File: config.mk
export PLATFORM = sky130hd
export DESIGN_NAME = tag_free_list
export DESIGN_NICKNAME = d
export VERILOG_FILES = /design/src/rtl/tag_free_list.sv
export SDC_FILE = /design/constraint.sdc
export NUM_CORES = 1
export LEC_CHECK = 0
export ABC_AREA = 1
export CAP_MARGIN = 10
export CELL_PAD_IN_SITES_DETAIL_PLACEMENT = 1
export CELL_PAD_IN_SITES_GLOBAL_PLACEMENT = 1
export CORE_MARGIN = 2
export CORE_UTILIZATION = 23
export CTS_BUF_LIST = sky130_fd_sc_hd__clkbuf_8
export DETAILED_ROUTE_END_ITERATION = 12
export PLACE_DENSITY_LB_ADDON = 0.1
export SLEW_MARGIN = 10
export SYNTH_ARGS = -nofsm -noshare
export SYNTH_HDL_FRONTEND = slang
export SYNTH_SLANG_ARGS = --single-unit
File: constraint.sdc
create_clock -name clk -period 2.5 [get_ports clk]
set_input_delay 0.375 -clock clk [delete_from_list [all_inputs] [get_ports clk]]
set_output_delay 0.375 -clock clk [all_outputs]
set_load 0.02 [all_outputs]
File: src/rtl/tag_free_list.sv
// Circular free list of rename tags. Tags 1..DEPTH-1 start in the pool; tags freed
// on the CDB are appended and reissued in FIFO order. Tag 0 means "no tag".
module tag_free_list #(
  parameter int TAG_W = 6,
  parameter int DEPTH = 64,
  parameter int CNT_W = 7
) (
  input  logic             clk,
  input  logic             rst,
  input  logic             pop_req,
  output logic [TAG_W-1:0] tag_out,
  output logic             tag_valid,
  input  logic             push_valid,
  input  logic [TAG_W-1:0] push_tag,
  output logic [CNT_W-1:0] free_count,
  output logic             full,
  output logic             overflow_err
);

  localparam logic [TAG_W-1:0] LAST_PTR = TAG_W'(DEPTH - 1);
  localparam logic [CNT_W-1:0] FULL_CNT = CNT_W'(DEPTH);

  logic [TAG_W-1:0] mem_reg [DEPTH];
  logic [TAG_W-1:0] slot_init [DEPTH];
  logic [DEPTH-1:0] slot_we;

  logic [TAG_W-1:0] rd_ptr_reg, rd_ptr_next;
  logic [TAG_W-1:0] wr_ptr_reg, wr_ptr_next;
  logic [CNT_W-1:0] free_count_reg, free_count_next;
  logic             overflow_err_reg;

  logic pop_eff;
  logic push_ok;
  logic push_eff;
  logic push_drop;

  assign tag_out      = mem_reg[rd_ptr_reg];
  assign tag_valid    = (free_count_reg != '0);
  assign full         = (free_count_reg == FULL_CNT);
  assign free_count   = free_count_reg;
  assign overflow_err = overflow_err_reg;

  // A pop in the same cycle frees a slot, so a push at full is still accepted.
  assign pop_eff   = pop_req && tag_valid;
  assign push_ok   = push_valid && (push_tag != '0);
  assign push_eff  = push_ok && (!full || pop_eff);
  assign push_drop = push_ok && full && !pop_eff;

  assign rd_ptr_next     = (rd_ptr_reg == LAST_PTR) ? '0 : rd_ptr_reg + 1'b1;
  assign wr_ptr_next     = (wr_ptr_reg == LAST_PTR) ? '0 : wr_ptr_reg + 1'b1;
  assign free_count_next = free_count_reg + CNT_W'(push_eff) - CNT_W'(pop_eff);

  genvar gi;
  generate
    for (gi = 0; gi < DEPTH; gi++) begin : g_slot
      // Slot i initially holds tag i+1; the last slot is the empty write position.
      localparam logic [TAG_W-1:0] INIT = (gi < DEPTH - 1) ? TAG_W'(gi + 1) : '0;
      assign slot_init[gi] = INIT;
      assign slot_we[gi]   = push_eff && (wr_ptr_reg == TAG_W'(gi));
    end
  endgenerate

  always_ff @(posedge clk or negedge rst) begin
    if (!rst) begin
      for (int i = 0; i < DEPTH; i++) begin
        mem_reg[i] <= slot_init[i];
      end
    end else begin
      for (int i = 0; i < DEPTH; i++) begin
        if (slot_we[i]) begin
          mem_reg[i] <= push_tag;
        end
      end
    end
  end

  always_ff @(posedge clk or negedge rst) begin
    if (!rst) begin
      rd_ptr_reg       <= '0;
      wr_ptr_reg       <= LAST_PTR;
      free_count_reg   <= CNT_W'(DEPTH - 1);
      overflow_err_reg <= 1'b0;
    end else begin
      if (pop_eff) begin
        rd_ptr_reg <= rd_ptr_next;
      end
      if (push_eff) begin
        wr_ptr_reg <= wr_ptr_next;
      end
      free_count_reg <= free_count_next;
      // Dropping a push at full means a tag was freed twice; keep the flag until reset.
      if (push_drop) begin
        overflow_err_reg <= 1'b1;
      end
    end
  end

endmodule

Yosys cells after proc, flatten, opt, wreduce, memory -nomap -nowiden
Index checks and enable logic that the tools add are counted.
Word-level totals
  register bits after elaboration: 404
  input bits: 10
  output and inout bits: 16
Cells by class
  bitwise logic cells: 1
  order comparisons: 1
  mux-type cells: 5
  eq/ne operators: 65
  reductions and logical operators: 75
  add/subtract/negate cells: 4
Operators with widths (number)
  $eq 6x6->1 const B: 33
  $eq 6x5->1 const B: 16
  $logic_and 1x1->1: 69
  $eq 6x4->1 const B: 8
  $bmux 6 s6: 1
  $eq 6x3->1 const B: 4
  $mux 6: 4
  $add 6x1->6 const B: 2
  $eq 6x2->1 const B: 2
  $add 7x1->7: 1
  $eq 7x7->1 const B: 1
  $ge 7x7->1 const B: 1
  $not 6->7: 1
  $reduce_bool 7->1: 1
  $sub 7x1->7: 1
  $eq 6x1->1 const B: 1
  $logic_not 6->1: 1
  $reduce_bool 6->1: 1
  $logic_not 1->1: 2
  $logic_or 1x1->1: 1

Longest topological paths before layout
Gate-level depths: netlist of the first run.
  depth after elaboration: 6
  mapped depth: 17
  depth with buffers taken out: 17

Worst setup path after synthesis of the first run
No wires, ideal clock.
  kind: reg2reg
  start point: register free_count_reg[2] (netlist: free_count[2])
  end point: register free_count_reg[6] (netlist: free_count[6])
  path buffers: 0
  slack: -0.461 ns
  data arrival time: 2.833 ns
  stages on the path, launching flop included: 18
  period minus slack after synthesis: 2.961 ns
  required time: 2.372 ns
  cells stage by stage: dfstp_2 -> inv_1 -> ha_1 -> nand2_1 -> nor2_1 -> nand3b_1 -> nand2_1 -> nor2_1 -> inv_1 -> nand2_1 -> ha_1 -> inv_1 -> fa_1 -> o21ai_0 -> nand2_1 -> nand2_1 -> a21oi_1 -> xor2_1
On the way
  longest elaborated chain between the ends: 6
RTL lines
  start, declared: RTL line 29  | logic [CNT_W-1:0] free_count_reg, free_count_next;
  start signal, assigned: RTL line 81  | free_count_reg <= CNT_W'(DEPTH - 1);
  start signal, assigned: RTL line 90  | free_count_reg <= free_count_next;
  $reduce_bool 7->1 (*): RTL line 38  | assign tag_valid = (free_count_reg != '0);
  via tag_valid: RTL line 12  | output logic tag_valid,
  $logic_and 1x1->1 (*): RTL line 44  | assign pop_eff = pop_req && tag_valid;
  $logic_or 1x1->1: RTL line 46  | assign push_eff = push_ok && (!full || pop_eff);
  $logic_and 1x1->1: RTL line 46
  $add 7x1->7: RTL line 51  | assign free_count_next = free_count_reg + CNT_W'(push_eff) - CNT_W'(pop_eff);
  $sub 7x1->7 (*): RTL line 51
  via free_count_next[6]: RTL line 29
Mark *: on every way through the listed nets, which the timed path passes. The rest lies on a longest branch.
A chain may end at the register's enable or synchronous reset.

Worst setup path after layout of the first run
  start point: register rd_ptr_reg[0]
  end point: output port tag_out[4]
On the way
  longest elaborated chain between the ends: 4
RTL lines
  start, declared: RTL line 27  | logic [TAG_W-1:0] rd_ptr_reg, rd_ptr_next;
  start signal, assigned: RTL line 85  | rd_ptr_reg <= rd_ptr_next;
  $not 6->7 (implied by the code): RTL line 37  | assign tag_out = mem_reg[rd_ptr_reg];
  $bmux 6 s6: RTL line 37
  $mux 6 (implied by the code) (2 in a row): RTL line 37
  end, declared: RTL line 11  | output logic [TAG_W-1:0] tag_out,
No other way between the ends. The select of a mux whose other input is x is not followed.

==> results.toml, run 1 <==
[pwr]
power.total_mw = 32.7
p_leak_nw = 12.2
powerDensity_nw_per_um2 = 1240
peakVddDrop_mv = 0.595

[worst_setup_path]
end_kind = "output port"
worstSetupStartpoint = "rd_ptr_reg[0]$_DFFE_PN0N_"
startpoint_type = "register"
worstPathArrival_ns = 2.62
r2r-start = "free_count[3]$_DFF_PN1_"
cp.required_ns = 2.12
crit_path_max_fanout = 8
crit_type = "reg2out"

[timing]
fmax_mhz = 333
post-route-period-util = 1.20
skew_ns = 0.0248
slew_viol_final = 0
setup_violations = 6
slew_headroom = 0.465
holdWs_ns = 0.241
period_needed_ns = 3.00
hold_viol_final = 0
tns_ns = -2.89
worst_pin_slew_ns = 0.802
rsz0062_at_grt = "true"
setup_ws_ns = -0.499

[logic_synthesis]
synth.most_common_cell = "nand2_1"
ys_ff_latch = 404
syn_avg_cell_area_um2 = 7.89
synth_top_area_share = 0.261
synth_edf_count = 0
synth_cell_types = 35
muxShareOfSynthArea = 0
yosysWarningCount = 0
synth_top_family_by_area = "simple AND/OR/NAND/NOR gates"
seq_area_frac_synth = 0.504
synth_top_cell_by_area = "dfstp_2"
async_flop_share = 1.00
synth_nets = 2631
syn_inst = 2607
synthXorXnorAreaFrac = 0.00511
synth.area.top_cells = "dfstp_2 26%, dfrtp_1 24%, nand2_1 17%, o21ai_0 6.1%, o21ai_1 4.8%"
synth_common_cells = "918 x nand2_1, 251 x o21ai_0, 208 x inv_1"
synth-adder-area-share = 0.00888
ys.flop_type = "dfstp_2"
synth_compound_area_frac = 0.114
synth_area_um2 = 20600
yosys.area_share.simple = 0.271

[floorplanning]
start_util = 0.232
die_area_um2 = 91800
core_um2 = 88500
die_w_um = 303
io_pins = 26
die_height_um = 303
rows = 109

[clocking]
insertion_delay_ns = 0.70
cts_tree = "done"
h-tree-depth = 3
numCtsBuffers = 83
cts.clk_slew.worst_paths_ns = 0.06
clk_root_buffer_cell = "clkbuf_8"
clockBufferDepth = 3
cts.sinks = 404

[placed_design]
place_area_um2 = 23200
place_congestion = 0.769
numPlacedInstances = 3788
dp_slack_ns = -0.655
numPortBuffers = 25
dp_hpwl_um = 49900

[global_route]
grt_pass1_wl_um = 120000
grt_usage = 0.174
grt_pass1_vias = 18600
antenna_found_initial = 3
grt_max_degree = 78
overflow = 0

[finish]
fin_nets = 2767
drive_above_1_share = 0.281
stdcell_count = 3977
stdcell_area_um2 = 26300
largest_reg_flops = 384
area_growth_pct = 28.0
fillCellCount = 10400
post-route-util = 0.297

[outcome]
violations = "setup timing"
outcome = "finished, violations left"

[hold_path]
hp-class = "in2async"

[routing]
drt_iter0_drc = 644
num_vias = 17200
drc = 0
drtAntennaViolNets = 0
drt_pre_antenna_iters = 6
routed_wl_um = 78200
via_per_inst = 4.33
wl_per_cell_um = 19.7

[run]
cap_violations = 0
-- what timing repair did --
action | in CTS | in global routing
endpoints found under the setup margin | 9 | 9
gates cloned | 8 | 7
hold buffers | 1 | 0
endpoints found under the hold margin | 35 | 0
pin swaps | 46 | 64
resized for setup | 198 | 95
buffers inserted | 17 | 8
-- logic make-up (layout without fill, tap and decap cells) --
kind of cell | count (synthesis) | after routing
compound gates | 468 | 468
buf+inv | 402 | 606
flops | 404 | 404
xor+xnor | 12 | 12
simple gates | 1307 | 1307
fa+ha+maj | 14 | 14
other cells | 0 | 1
-- worst max-delay path, cell delays in order (launching register included) --
cell	delay, ns
dfrtp_4	0.56
inv_12	0.12
buf_8	0.11
buf_12	0.14
buf_8	0.12
nand2_1	0.05
nand3_1	0.09
nand3_1	0.11
nand3_2	0.13
nand2_1	0.07
nand2_1	0.06
nand2_1	0.07
inv_2	0.11
nand2_4	0.07
buf_6	0.13
-- metal layers --
metal / up-vias / wire (um) / GRT usage
met1: 8477 / 39200 / 0.249
li1: 8489 / - / -
met3: 90 / 2020 / 0.0222
met2: 177 / 35600 / 0.276
met4: 0 / 1370 / 0.0460
met5: - / 0 / 0
-- cells in the final DEF (no fill, tap or decap), drive strengths merged, types with 4 or more instances in the layout --
master / instances
a21oi: 18
buf: 208
clkbuf: 112
clkdlybuf4s50: 16
clkinv: 11
clkinvlp: 5
dfrtp: 200
dfstp: 204
ha: 13
inv: 251
nand2: 961
nand3: 190
nor2: 145
nor3: 4
o21ai: 448
or2: 4
xor2: 11
-- final timing paths --
path                            slack, ns  depth (start not counted)                        to
min in group clk                     0.40                          4  overflow_err$_DFFE_PN0P_
worst min-delay path                 0.24                          2  mem_reg[120]$_DFFE_PN0P_
worst max-delay path                -0.50                         14                tag_out[4]
max in group asynchronous            1.36                          3  mem_reg[349]$_DFFE_PN1P_
worst max register to register       0.03                         17   free_count[6]$_DFF_PN0_
worst min register to register       0.47                          2  mem_reg[268]$_DFFE_PN1P_
-- cell type report --
type | instances | area, um^2 | share of cell area
antenna | 1 | 2.50 | 0.0000950
sequential | 404 | 10400 | 0.394
multi-input combinational | 1801 | 8950 | 0.340
clock buffer | 105 | 1450 | 0.0549
inverter | 220 | 848 | 0.0322
timing repair buffer | 233 | 3020 | 0.115
tap | 1165 | 1460 | 0.0554
clock inverter | 48 | 236 | 0.00898
-- where the power goes --
group | leakage, nW | total [mW] | internal, mW | switching [mW]
Combinational | 6.44 | 14.2 | 5.66 | 8.55
Sequential | 4.80 | 11.3 | 9.89 | 1.46
Clock | 0.991 | 7.11 | 3.87 | 3.24
Total | 12.2 | 32.7 | 19.4 | 13.2
Note: power is estimated with default switching activity, not from simulation.
==> inputs of run 2 (changes only) <==
--- a/config.mk
+++ b/config.mk
@@ -13,6 +13,7 @@
 export CORE_UTILIZATION = 23
 export CTS_BUF_LIST = sky130_fd_sc_hd__clkbuf_8
 export DETAILED_ROUTE_END_ITERATION = 12
+export MAX_ROUTING_LAYER = met4
 export PLACE_DENSITY_LB_ADDON = 0.1
 export SLEW_MARGIN = 10
 export SYNTH_ARGS = -nofsm -noshare
==> results.toml, run 2 (same netlist as run 1, synthesis figures left out) <==
[worst_setup_path]
cp_common_cell = "nand2_1"
startpoint_type = "register"
worstPathArrival_ns = 2.62
cp.required_ns = 2.12
critPathMaxStageDelay_ns = 0.56
crit_path_max_fanout = 8
critPathSlowestCell = "dfrtp_4"
path_cells = "inv_12, buf_8, buf_12, buf_8, nand2_1, nand3_1, nand3_1, nand3_2, nand2_1, nand2_1, nand2_1, inv_2, nand2_4, buf_6"
end_kind = "output port"
crit_type = "reg2out"

[timing]
fmax_mhz = 334
worst_pin_slew_ns = 0.803
tns_ns = -2.89
skew_ns = 0.0267
period_needed_ns = 3.00
setup_ws_ns = -0.498
setup_violations = 6
rsz0062_at_grt = "true"
slew_viol_final = 0
slew_headroom = 0.465
hold_viol_final = 0
post-route-period-util = 1.20

[finish]
drive_above_1_share = 0.281
final_common_cell = "nand2_1"
fillCellCount = 10400
fin_nets = 2767
area_growth_pct = 28.1
largest_reg_flops = 384
final_cell_mix = "850 x nand2_1, 237 x o21ai_0, 222 x inv_1, 208 x o21ai_1, 204 x dfstp_2"

[global_route]
grt_pass1_wl_um = 120000
grt_usage = 0.180
antenna_found_initial = 3
grt_max_degree = 78
overflow = 0
grt_pass1_vias = 18600

[clocking]
numCtsBuffers = 83
clk_root_buffer_cell = "clkbuf_8"
cts.clk_slew.worst_paths_ns = 0.06
cts.sinks = 404
h-tree-depth = 3
clockBufferDepth = 3
insertion_delay_ns = 0.71
cts_tree = "done"

[pwr]
peakVddDrop_mv = 0.596
powerDensity_nw_per_um2 = 1240
p_leak_nw = 12.2
power.total_mw = 32.7

[floorplanning]
die_area_um2 = 91800
core_um2 = 88500
rows = 109
die_height_um = 303
start_util = 0.232
die_w_um = 303
io_pins = 26

[routing]
via_per_inst = 4.33
drtAntennaViolNets = 0
routed_wl_um = 78200
drc = 0
wl_per_cell_um = 19.7
drt_iter0_drc = 646
num_vias = 17200
drt_pre_antenna_iters = 6

[outcome]
outcome = "finished, violations left"
violations = "setup timing"

[placed_design]
numPortBuffers = 25
dp_hpwl_um = 49900
place_congestion = 0.779

[run]
cap_violations = 0

[hold_path]
hp-class = "in2async"
==> run 2: cell types whose count changed in the layout (fill, tap and decap cells not counted) <==
cell / before / now
nand2_4: 53 / 54
nand2_1: 851 / 850
==> run 2: worst paths after layout <==
kind	to	cells after the start	startpoint	slack, ns
setup / recovery	tag_out[4]	14	rd_ptr_reg[0]$_DFFE_PN0N_	-0.50
hold / removal	mem_reg[120]$_DFFE_PN0P_	2	rst	0.24
setup reg to reg	free_count[6]$_DFF_PN0_	17	free_count[3]$_DFF_PN1_	0.03
hold reg to reg	mem_reg[268]$_DFFE_PN1P_	2	mem_reg[268]$_DFFE_PN1P_	0.47
max in group asynchronous	mem_reg[354]$_DFFE_PN1P_	3	rst	1.38
min in group clk	overflow_err$_DFFE_PN0P_	4	push_valid	0.41
==> run 2: power by group <==
part	switching, mW	total, mW	internal (mW)
combinational	8.55	14.2	5.66
sequential	1.46	11.3	9.89
clock	3.24	7.11	3.87
total	13.2	32.7	19.4
==> run 2: area by class of cell <==
class                      count  area, um^2  area share
antenna                        1        2.50   0.0000950
inverter                     220         848      0.0322
clock inverter                48         236     0.00898
multi-input combinational   1801        8950       0.340
tap                         1165        1460      0.0553
timing repair buffer         233        3020       0.115
clock buffer                 105        1450      0.0549
sequential                   404       10400       0.394
==> run 2: critical path: cells and delay by family, from the launching register on <==
| family | cells | cell delay (ns) |
|---|---|---|
| buffers and inverters | 6 | 0.73 |
| and+or+nand+nor | 8 | 0.64 |
| DFF | 1 | 0.56 |
==> run 2: repair_timing <==
action,in CTS,in global routing
buffers inserted,17,8
endpoints found under the hold margin,35,0
pin swaps,46,64
hold buffers,1,0
cloned,8,7
resized for setup,198,97
endpoints found under the setup margin,9,9
==> run 2: metal layers <==
layer / vias up / track usage / routed length, um
met4: 0 / 0.0460 / 1340
met3: 94 / 0.0220 / 1990
met2: 181 / 0.276 / 35600
met1: 8474 / 0.250 / 39300
met5: - / - / 0
li1: 8490 / - / -
==> run 2: per-stage QoR <==
step | cells | instance area [um^2] | hold WS (ns) | setup slack (ns) | utilization
after global placement | 3788 | 23200 | 0.366 | -0.660 | 0.262
after detailed placement | 3788 | 23200 | 0.361 | -0.655 | 0.262
after global routing | 3977 | 26300 | 0.235 | -0.606 | 0.298
after floorplan | 2607 | 20600 | 0.0794 | -0.115 | -
after CTS | 3963 | 25800 | 0.177 | -0.605 | 0.292
final | 3977 | 26300 | 0.239 | -0.498 | 0.298
